[src/rtl/fetch_ctrl_if.sv]
`default_nettype none
// ============================================================================
// Module   : fetch_ctrl_if
// Brief    : Instruction-memory request/response bundle between the fetch
//            controller (master) and the instruction memory (slave).
// Revision : 1.0 - initial release
// ============================================================================
interface fetch_ctrl_if;
  logic        imem_req;
  logic [31:0] imem_addr;
  logic        imem_ready;
  logic [31:0] imem_rdata;

  modport master (
    output imem_req,
    output imem_addr,
    input  imem_ready,
    input  imem_rdata
  );

  modport slave (
    input  imem_req,
    input  imem_addr,
    output imem_ready,
    output imem_rdata
  );
endinterface
`default_nettype wire

[src/rtl/fetch_ctrl.sv]
`default_nettype none
// ============================================================================
// Module   : fetch_ctrl
// Brief    : P7 instruction-fetch controller. Owns the PC, sequences imem
//            accesses (wait states, stall, delayed branch, exception / eret
//            redirection) and tags misaligned / out-of-text fetches as AdEL.
// Revision : 1.0 - initial release
// ============================================================================
module fetch_ctrl #(
  parameter logic [31:0] PC_RESET  = 32'h0000_3000,
  parameter logic [31:0] TEXT_BASE = 32'h0000_3000,
  parameter logic [31:0] TEXT_END  = 32'h0000_6FFC,
  parameter logic [31:0] EXC_ENTRY = 32'h0000_4180
) (
  input  wire logic        clk,
  input  wire logic        reset,
  input  wire logic        stall,
  input  wire logic        req_exc,
  input  wire logic        req_eret,
  input  wire logic [31:0] epc,
  input  wire logic        req_br,
  input  wire logic [31:0] br_target,
  fetch_ctrl_if.master     imem,
  output logic [31:0]      f_pc,
  output logic [31:0]      f_instr,
  output logic             f_valid,
  output logic             f_exc,
  output logic [4:0]       f_exccode
);

  localparam logic [4:0] C_EXC_ADEL = 5'd4;

  typedef enum logic [0:0] {
    IDLE  = 1'b0,
    FETCH = 1'b1
  } state_t;

  state_t      state_q;
  logic [31:0] pc_q;
  logic        br_pend_q;
  logic [31:0] br_tgt_q;
  logic [31:0] f_pc_q;
  logic [31:0] f_instr_q;
  logic        f_valid_q;
  logic        f_exc_q;
  logic [4:0]  f_exccode_q;

  logic        w_bad;
  logic        w_cap;
  logic        w_done;
  logic        w_br_take;
  logic [31:0] w_pc_seq;

  // Decode fetch legality, capture window and completion for the current PC.
  always_comb begin
    w_bad     = (pc_q[1:0] != 2'b00) || (pc_q < TEXT_BASE) || (pc_q > TEXT_END);
    // A held F/D slot (stall with valid data) blocks capture; redirects pre-empt it.
    w_cap     = (state_q == FETCH) && (!stall || !f_valid_q) && !req_exc && !req_eret;
    // A bad address completes at once without touching memory.
    w_done    = w_cap && (w_bad || imem.imem_ready);
    w_br_take = req_br && !stall;
    // Successor PC when a fetch completes without a same-cycle branch.
    w_pc_seq  = br_pend_q ? br_tgt_q : (pc_q + 32'd4);
  end

  // PC, state machine and registered F-stage result.
  always_ff @(posedge clk) begin
    if (reset) begin
      state_q     <= IDLE;
      pc_q        <= PC_RESET;
      br_pend_q   <= 1'b0;
      br_tgt_q    <= 32'd0;
      f_pc_q      <= 32'd0;
      f_instr_q   <= 32'd0;
      f_valid_q   <= 1'b0;
      f_exc_q     <= 1'b0;
      f_exccode_q <= 5'd0;
    end else if (req_exc || req_eret) begin
      // Redirect wins over everything; any in-flight fetch is abandoned.
      state_q   <= FETCH;
      pc_q      <= req_exc ? EXC_ENTRY : epc;
      f_valid_q <= 1'b0;
      f_exc_q   <= 1'b0;
      br_pend_q <= 1'b0;
    end else begin
      case (state_q)
        IDLE: begin
          state_q <= FETCH;
        end
        FETCH: begin
          if (w_done) begin
            f_pc_q      <= pc_q;
            f_instr_q   <= w_bad ? 32'd0 : imem.imem_rdata;
            f_valid_q   <= 1'b1;
            f_exc_q     <= w_bad;
            f_exccode_q <= w_bad ? C_EXC_ADEL : 5'd0;
            // The word just completed is the delay slot of a same-cycle branch.
            if (w_br_take) begin
              pc_q <= br_target;
            end else begin
              pc_q <= w_pc_seq;
            end
            br_pend_q <= 1'b0;
          end else if (w_br_take) begin
            // Branch arrived before its delay slot completed: remember it.
            br_pend_q <= 1'b1;
            br_tgt_q  <= br_target;
          end
        end
        default: begin
          state_q <= IDLE;
        end
      endcase
    end
  end

  assign imem.imem_req  = w_cap && !w_bad && !reset;
  assign imem.imem_addr = pc_q;
  assign f_pc           = f_pc_q;
  assign f_instr        = f_instr_q;
  assign f_valid        = f_valid_q;
  assign f_exc          = f_exc_q;
  assign f_exccode      = f_exccode_q;

endmodule
`default_nettype wire

[src/flat_wrapper.sv]
// flat-port wrapper written by rule: the top's interface ports become plain ports
module fetch_ctrl_flat 
#(
  parameter logic [31:0] PC_RESET  = 32'h0000_3000,
  parameter logic [31:0] TEXT_BASE = 32'h0000_3000,
  parameter logic [31:0] TEXT_END  = 32'h0000_6FFC,
  parameter logic [31:0] EXC_ENTRY = 32'h0000_4180
)
  (clk, reset, stall, req_exc, req_eret, epc, req_br, br_target, f_pc, f_instr, f_valid, f_exc, f_exccode, imem_imem_req, imem_imem_addr, imem_imem_ready, imem_imem_rdata);
  fetch_ctrl_if imem_i ();
  input  wire logic clk;
  input  wire logic reset;
  input  wire logic stall;
  input  wire logic req_exc;
  input  wire logic req_eret;
  input  wire logic [31:0] epc;
  input  wire logic req_br;
  input  wire logic [31:0] br_target;
  output logic [31:0] f_pc;
  output logic [31:0] f_instr;
  output logic f_valid;
  output logic f_exc;
  output logic [4:0] f_exccode;
  output wire logic [$bits(imem_i.imem_req)-1:0] imem_imem_req;
  output wire logic [$bits(imem_i.imem_addr)-1:0] imem_imem_addr;
  input wire logic [$bits(imem_i.imem_ready)-1:0] imem_imem_ready;
  input wire logic [$bits(imem_i.imem_rdata)-1:0] imem_imem_rdata;
  assign imem_imem_req = imem_i.imem_req;
  assign imem_imem_addr = imem_i.imem_addr;
  assign imem_i.imem_ready = imem_imem_ready;
  assign imem_i.imem_rdata = imem_imem_rdata;
  fetch_ctrl #(.PC_RESET(PC_RESET), .TEXT_BASE(TEXT_BASE), .TEXT_END(TEXT_END), .EXC_ENTRY(EXC_ENTRY)) u_core (.clk(clk), .reset(reset), .stall(stall), .req_exc(req_exc), .req_eret(req_eret), .epc(epc), .req_br(req_br), .br_target(br_target), .imem(imem_i), .f_pc(f_pc), .f_instr(f_instr), .f_valid(f_valid), .f_exc(f_exc), .f_exccode(f_exccode));
endmodule
[config.mk]
export PLATFORM = sky130hd
export DESIGN_NAME = fetch_ctrl_flat
export DESIGN_NICKNAME = d
export VERILOG_FILES = /design/src/rtl/fetch_ctrl_if.sv /design/src/rtl/fetch_ctrl.sv /design/src/flat_wrapper.sv
export SDC_FILE = /design/constraint.sdc
export NUM_CORES = 1
export LEC_CHECK = 0
export CORE_ASPECT_RATIO = 1.5
export CORE_MARGIN = 2
export CORE_UTILIZATION = 50
export DETAILED_ROUTE_END_ITERATION = 6
export PLACE_DENSITY = 0.95
export SYNTH_ARGS = -nofsm -noshare
export SYNTH_HDL_FRONTEND = slang
export SYNTH_SLANG_ARGS = --single-unit
export TNS_END_PERCENT = 10
[constraint.sdc]
create_clock -name clk -period 4.24 [get_ports clk]
set_input_delay 1.272 -clock clk [delete_from_list [all_inputs] [get_ports clk]]
set_output_delay 1.272 -clock clk [all_outputs]
set_load 0.05 [all_outputs]
# == Word-level counts from Yosys, hierarchy flattened ==
# Index checks and enable logic that the tools add are counted.
# op_classes
addsub,1
reduce_logical,28
n_shift,0
div_mod_pow,0
muxes,11
n_mul,0
n_bitwise,2
magnitude_cmp,2
eq_ne,0
# op_table
cell,n
32-bit 2-to-1 mux,7
32-bit by 3-bit adder with 32-bit output (second input constant),1
32-bit by 15-bit greater-than comparator with 1-bit output (second input constant),1
32-bit by 14-bit < comparator with 1-bit output (second input constant),1
2-bit nonzero test,4
1-bit logical AND,7
1-bit logical NOT,6
2-bit AND reduction,3
1-bit logical OR,5
4-bit AND reduction,1
1-bit 2-to-1 mux,3
3-bit 2-to-1 mux,1
3-bit AND reduction,1
1-bit NOT,2
2-bit OR reduction,1
# totals
ff_bits,137
latch_bits,0
out_inout_bits,104
ram_bits,0
memories,0
word_cells,53
input_bits,103
romBits,0

# == Logic depth before layout (Yosys ltp) ==
# Gate-level depths: netlist of the first run.
# logic_depth
word_depth,9
mapped_depth,9

# == Least setup slack after synthesis of the first run ==
# OpenSTA, ideal clock, no wires.
# synth_timing
path_type,input-to-output
startpoint,in req_exc
endpoint,out imem_imem_req
path_stages,4
t_arrival_ps,3337
path_slack_ps,-369
t_required_ps,2968
cell_sequence,clkbuf_1 > nor2_2 > nand3_1 > nor4_1
# synth_between
elab_chain_cells,5
# synth_rtl
element,line_no,source
from (decl),flat_wrapper.sv:14,input wire logic req_exc;
1-bit logical NOT,fetch_ctrl.sv:58,w_cap = (state_q == FETCH) && (!stall || !f_valid_q) && !req_exc && !req_eret;
1-bit logical AND (2 in a row),fetch_ctrl.sv:58,
1-bit logical AND (2 in a row),fetch_ctrl.sv:117,assign imem.imem_req = w_cap && !w_bad && !reset;
to (decl),flat_wrapper.sv:24,output wire logic [$bits(imem_i.imem_req)-1:0] imem_imem_req;
# No other way between the ends.

# == Worst setup path in the final report of the first run ==
# layout_timing
startpoint,in req_eret
endpoint,out imem_imem_req
# layout_between
elab_chain_cells,4
# layout_rtl
element,line_no,source
from (decl),flat_wrapper.sv:15,input wire logic req_eret;
1-bit logical NOT,fetch_ctrl.sv:58,
1-bit logical AND,fetch_ctrl.sv:58,
1-bit logical AND (2 in a row),fetch_ctrl.sv:117,
# No other way between the ends.

==> flow_summary.ini, run 1 <==
[sta]
tns_ns = 0
setup_violations = 0
maxSlewHeadroom_pct = 40.9
timing.hold.ws_ns = 0.453
finalHoldViolCount = 0
fin_crit_sh_pct = 92.9
setup_ws_ns = 0.299
clock_skew_ns = 0.00816
fmax_ghz = 0.254
period_minus_slack_ns = 3.94
grt_setup_unrepaired = false
slew_violations = 0
worst_pin_slew_ns = 0.882

[synth]
synth_warnings = 0
synth.ff_latch_count = 133
synth.avg_cell_area_um2 = 7.81
syn_area_um2 = 6210
synth-edff-count = 0
ys.flop_type = dfxtp_1
yosysUniqueCellTypes = 62
synth_async_sr_flop_share_pct = 0
synth-seq-area-share_pct = 42.9
synthesis.instances = 795

[floorplan]
initial_core_util_pct = 51.4
rows = 49
core_area_um2 = 12100
ioPinCount = 207
die-area_um2 = 13300
dieHeight_um = 140
die_x_um = 95.0

[layout]
final_common_cell = clkdlybuf4s50_1
syn2layout_area_growth_pct = 43.1
antennaDiodeCount = 0
final_nets = 1073
fillers = 811
drive_gt1_share_pct = 7.74
most-common-layout-cells = clkdlybuf4s50_1 (200), nand2_1 (167), dfxtp_1 (133)

[run_status]
outcome = finished, violations left
violations = DRC

[cts]
numCtsBuffers = 17
cts_max_level = 4
cts_root_buf = clkbuf_16
cts_buffer_depth = 2
cts_tree = done
hold_buffers = 0
post-cts-setup-buffers = 0
clk_pin_slew_ns = 0.06
post_cts_resized = 0
insertion_delay_ns = 0.43
clock-sinks = 133

[placement]
io_buffer_count = 202
dp_hpwl_mm = 14.4
gp_congestion = 0.904
dp_slack_ns = 0.372

[min_path]
worstHoldStart = u_core.f_pc[14]
hold_path_class = register to register

[job]
cap_violations = 0

[grt]
grt_pass1_vias = 6693
track_usage_pct = 32.1
grt.overflow.total = 0
antenna_found_initial = 0
grt_max_degree = 66
grt_pass1_wl_mm = 33.7

[power_and_ir_drop]
leakage_nw = 3.14
powerDensity_nw_per_um2 = 371
worst_ir_drop_vdd_mv = 0.305

[worst_setup_path]
crit_path_max_fanout = 5
crit_type = input port to output port
r2r-start = u_core.imem.imem_addr[14]
critPathLaunch = req_eret
cp.required_ns = 2.97
setup.worst_path.start_class = input port
crit_arrival_ns = 2.67
end_kind = output port

[detailed_routing]
postRouteAntennaNets = 0
via_count = 6953
wl_per_cell_um = 18.8
drc = 1
wl_mm = 21.4
viasPerCell = 6.13
dr.pass1.iters = 7
drt-initial-drc-count = 799
-- worst max-delay path, cell delays in order --
cell             delay [ns]
clkdlybuf4s50_1        0.43
nor2_2                 0.24
nand3_1                0.23
nor4_2                 0.19
buf_4                  0.18
buf_12                 0.13
-- registers in the layout, summed over array words and instances (netlist names) --
name,count
u_core.state_q,1
u_core.f_exccode,1
u_core.f_exc,1
u_core.br_pend_q,1
u_core.f_instr,32
u_core.imem.imem_addr,32
u_core.f_pc,32
u_core.br_tgt_q,32
u_core.f_valid,1
-- power breakdown --
group | switching, mW | internal, mW | total [mW]
Sequential | 0.0513 | 1.28 | 1.33
Combinational | 0.284 | 0.197 | 0.481
Clock | 0.604 | 0.880 | 1.48
-- worst paths after layout --
| kind | end | cells past startpoint | slack, ns |
|---|---|---|---|
| min | u_core.f_pc[14] | 2 | 0.45 |
| min reg2reg | u_core.f_pc[14] | 2 | 0.45 |
| max | imem_imem_req | 6 | 0.30 |
| max reg2reg | u_core.br_tgt_q[22] | 7 | 1.25 |
-- final cells by class --
| class | instances | area [um^2] | share of cell area (%) |
|---|---|---|---|
| multi-input combinational | 588 | 3210 | 36.2 |
| sequential | 133 | 2660 | 30.0 |
| timing repair buffer | 223 | 2200 | 24.8 |
| clock buffer | 17 | 425 | 4.79 |
| tap | 153 | 191 | 2.15 |
| clock inverter | 15 | 169 | 1.90 |
| inverter | 6 | 22.5 | 0.254 |
-- per-stage QoR --
| step | utilization (%) | cells | power (mW) | cell area [um^2] |
|---|---|---|---|---|
| final | 73.6 | 1135 | 3.30 | 8880 |
| after global routing | 73.6 | 1135 | 3.38 | 8880 |
| after CTS | 73.6 | 1135 | 3.29 | 8880 |
| after detailed placement | 68.6 | 1103 | 1.82 | 8290 |
| after global placement | 68.6 | 1103 | 1.81 | 8290 |
| after floorplan | - | 798 | 1.61 | 6220 |
-- kinds of logic after synthesis --
group	synth area share (%)
AO/OA/AOI/OAI	23.5
XOR/XNOR	3.10
adder cells (fa/ha/maj)	0.202
buffers and inverters	5.91
flip-flops	42.9
multiplexers	0.826
other	0.0604
AND/OR/NAND/NOR	23.5
-- routing by layer --
layer / vias up / track usage (%) / wire, um
li1: 3134 / - / -
met1: 3194 / 37.4 / 7480
met2: 519 / 52.5 / 10400
met3: 106 / 8.12 / 2240
met4: 0 / 18.8 / 1200
met5: - / 0 / 0
-- cells in the mapped netlist (all sizes together), types with 2 or more instances --
cell type | count | area share (%)
a22oi | 33 | 4.0
nand3 | 19 | 1.6
o211ai | 5 | 0.60
or3 | 5 | 0.50
and4 | 4 | 0.56
a31oi | 3 | 0.30
o311ai | 3 | 0.42
inv | 5 | 0.30
o21a | 8 | 0.97
o221ai | 4 | 0.56
nor3 | 16 | 1.4
a32oi | 4 | 0.56
clkbuf | 40 | 2.4
xor2 | 8 | 1.1
xnor2 | 14 | 2.0
nand2 | 167 | 10
a21oi | 107 | 8.6
or2 | 2 | 0.20
and2 | 3 | 0.30
mux2i | 4 | 0.65
dfxtp | 133 | 43
nor2 | 66 | 4.2
nand4 | 10 | 1.1
a221oi | 6 | 0.85
nand2b | 4 | 0.40
a211oi | 11 | 1.4
o22ai | 2 | 0.20
nor4 | 7 | 1.3
o21ai | 35 | 2.8
o221a | 2 | 0.36
buf | 31 | 3.1
a221o | 2 | 0.32
and3 | 14 | 1.4
No activity file was read; power rests on OpenSTA's default activity.
==> run 2, diff against run 1 <==
--- a/config.mk
+++ b/config.mk
@@ -9,6 +9,7 @@
 export CORE_MARGIN = 2
 export CORE_UTILIZATION = 50
 export DETAILED_ROUTE_END_ITERATION = 6
+export MAX_ROUTING_LAYER = met4
 export PLACE_DENSITY = 0.95
 export SYNTH_ARGS = -nofsm -noshare
 export SYNTH_HDL_FRONTEND = slang
==> flow_summary.ini, run 2 (synthesis gave the netlist of run 1 again) <==
[sta]
slew_violations = 0
period_minus_slack_ns = 3.95
tns_ns = 0
worst_pin_slew_ns = 0.841
grt_setup_unrepaired = false
timing.hold.ws_ns = 0.449
fin_crit_sh_pct = 93.2
finalHoldViolCount = 0
maxSlewHeadroom_pct = 44.0
fmax_ghz = 0.253
setup_violations = 0
clock_skew_ns = 0.00777

[worst_setup_path]
crit_path_max_fanout = 5
crit_arrival_ns = 2.68
end_kind = output port
r2r-start = u_core.imem.imem_addr[14]
cp.required_ns = 2.97
rr_endpoint = u_core.br_tgt_q[28]
reg2reg_depth = 7
setup.worst_path.start_class = input port
r2r_slack_ns = 1.23
crit_type = input port to output port

[power_and_ir_drop]
p_int_mw = 2.42
switchingPower_mw = 0.946
switching_share_pct = 28.1
p_seq_share_pct = 39.6
powerDensity_nw_per_um2 = 377
worst_ir_drop_vdd_mv = 0.349
p_comb_share_pct = 14.3
leakage_nw = 3.17
clkPwrFrac_pct = 46.2

[placement]
dpl.cell_count = 1104
io_buffer_count = 202
gp_congestion = 0.909
dp_hpwl_mm = 14.4

[cts]
clock-sinks = 133
cts_tree = done
cts_root_buf = clkbuf_16
cts_buffer_depth = 2
clk_pin_slew_ns = 0.06
cts_max_level = 4
post-cts-setup-buffers = 0
numCtsBuffers = 17
hold_buffers = 0
insertion_delay_ns = 0.43
post_cts_resized = 0

[detailed_routing]
via_count = 6866
drt-initial-drc-count = 683
postRouteAntennaNets = 0
wl_mm = 21.2
dr.pass1.iters = 6
viasPerCell = 6.04
wl_per_cell_um = 18.7
drc = 0

[min_path]
min_to = u_core.br_tgt_q[30]
worstHoldStart = u_core.br_tgt_q[30]
hold_path_class = register to register
hold_depth = 2

[grt]
grt_pass1_vias = 6729
grt_max_degree = 76
grt.overflow.total = 0
grt_pass1_wl_mm = 33.6
antenna_found_initial = 0
track_usage_pct = 33.1

[floorplan]
die_x_um = 95.0
core_area_um2 = 12100
dieHeight_um = 140
initial_core_util_pct = 51.4
rows = 49
ioPinCount = 207
die-area_um2 = 13300

[layout]
most-common-layout-cells = clkdlybuf4s50_1 (200), nand2_1 (167), dfxtp_1 (133)
final_nets = 1074
fin_cells = 1136
syn2layout_area_growth_pct = 43.6
drive_gt1_share_pct = 7.83
antennaDiodeCount = 0
final_common_cell = clkdlybuf4s50_1

[job]
cap_violations = 0

[run_status]
outcome = finished, final reports clean
==> run 2: changes by cell type in the layout (fill, tap and decap cells not counted) <==
cell,delta
clkinvlp_4,-2
inv_6,+1
bufinv_16,+1
buf_4,+1
==> run 2: power groups by stage <==
stage	registers (mW)	logic, mW	clock network [mW]
floorplan	1.43	0.181	0
global placement	1.35	0.459	0
detailed placement	1.36	0.466	0
CTS	1.33	0.472	1.55
global route	1.34	0.506	1.61
finish	1.33	0.480	1.55
==> run 2: critical path, cell delays in order <==
cell             delay (ns)
clkdlybuf4s50_1        0.43
nor2_2                 0.21
nand3_1                0.25
nor4_2                 0.20
buf_4                  0.18
buf_12                 0.13
==> run 2: area by class of cell <==
cell class / instances / area (um^2)
repair buffers: 224 / 2210
well taps: 153 / 191
multi-input cells: 588 / 3210
flip-flops and latches: 133 / 2660
fillers: 810 / 3160
clock inverters: 15 / 193
clock buffers: 17 / 425
inverters: 6 / 22.5
==> run 2: through the flow <==
stage / utilization (%) / setup WS, ns / instance area (um^2) / power [mW]
floorplan: - / 0.209 / 6220 / 1.61
global placement: 68.7 / 0.381 / 8300 / 1.81
detailed placement: 68.7 / 0.341 / 8300 / 1.82
CTS: 73.8 / 0.324 / 8910 / 3.35
global route: 73.8 / 0.206 / 8910 / 3.45
finish: 73.8 / 0.289 / 8910 / 3.37
==> run 2: how the worst max path moves through the flow <==
stage	cells past startpoint	endpoint	from	slack, ns
after detailed placement	6	imem_imem_req	req_eret	0.34
final	6	imem_imem_req	req_eret	0.29
after CTS	6	imem_imem_req	req_eret	0.32
after floorplan	4	imem_imem_req	req_exc	0.21
after global routing	6	imem_imem_req	req_eret	0.21
after global placement	6	imem_imem_req	req_eret	0.38
==> run 2: layer usage <==
metal	wire, um	global-route usage (%)	up-vias
met2	10300	52.3	473
met5	0	-	-
met4	1260	21.5	0
met3	1910	6.56	110
li1	-	-	3135
met1	7720	37.5	3148
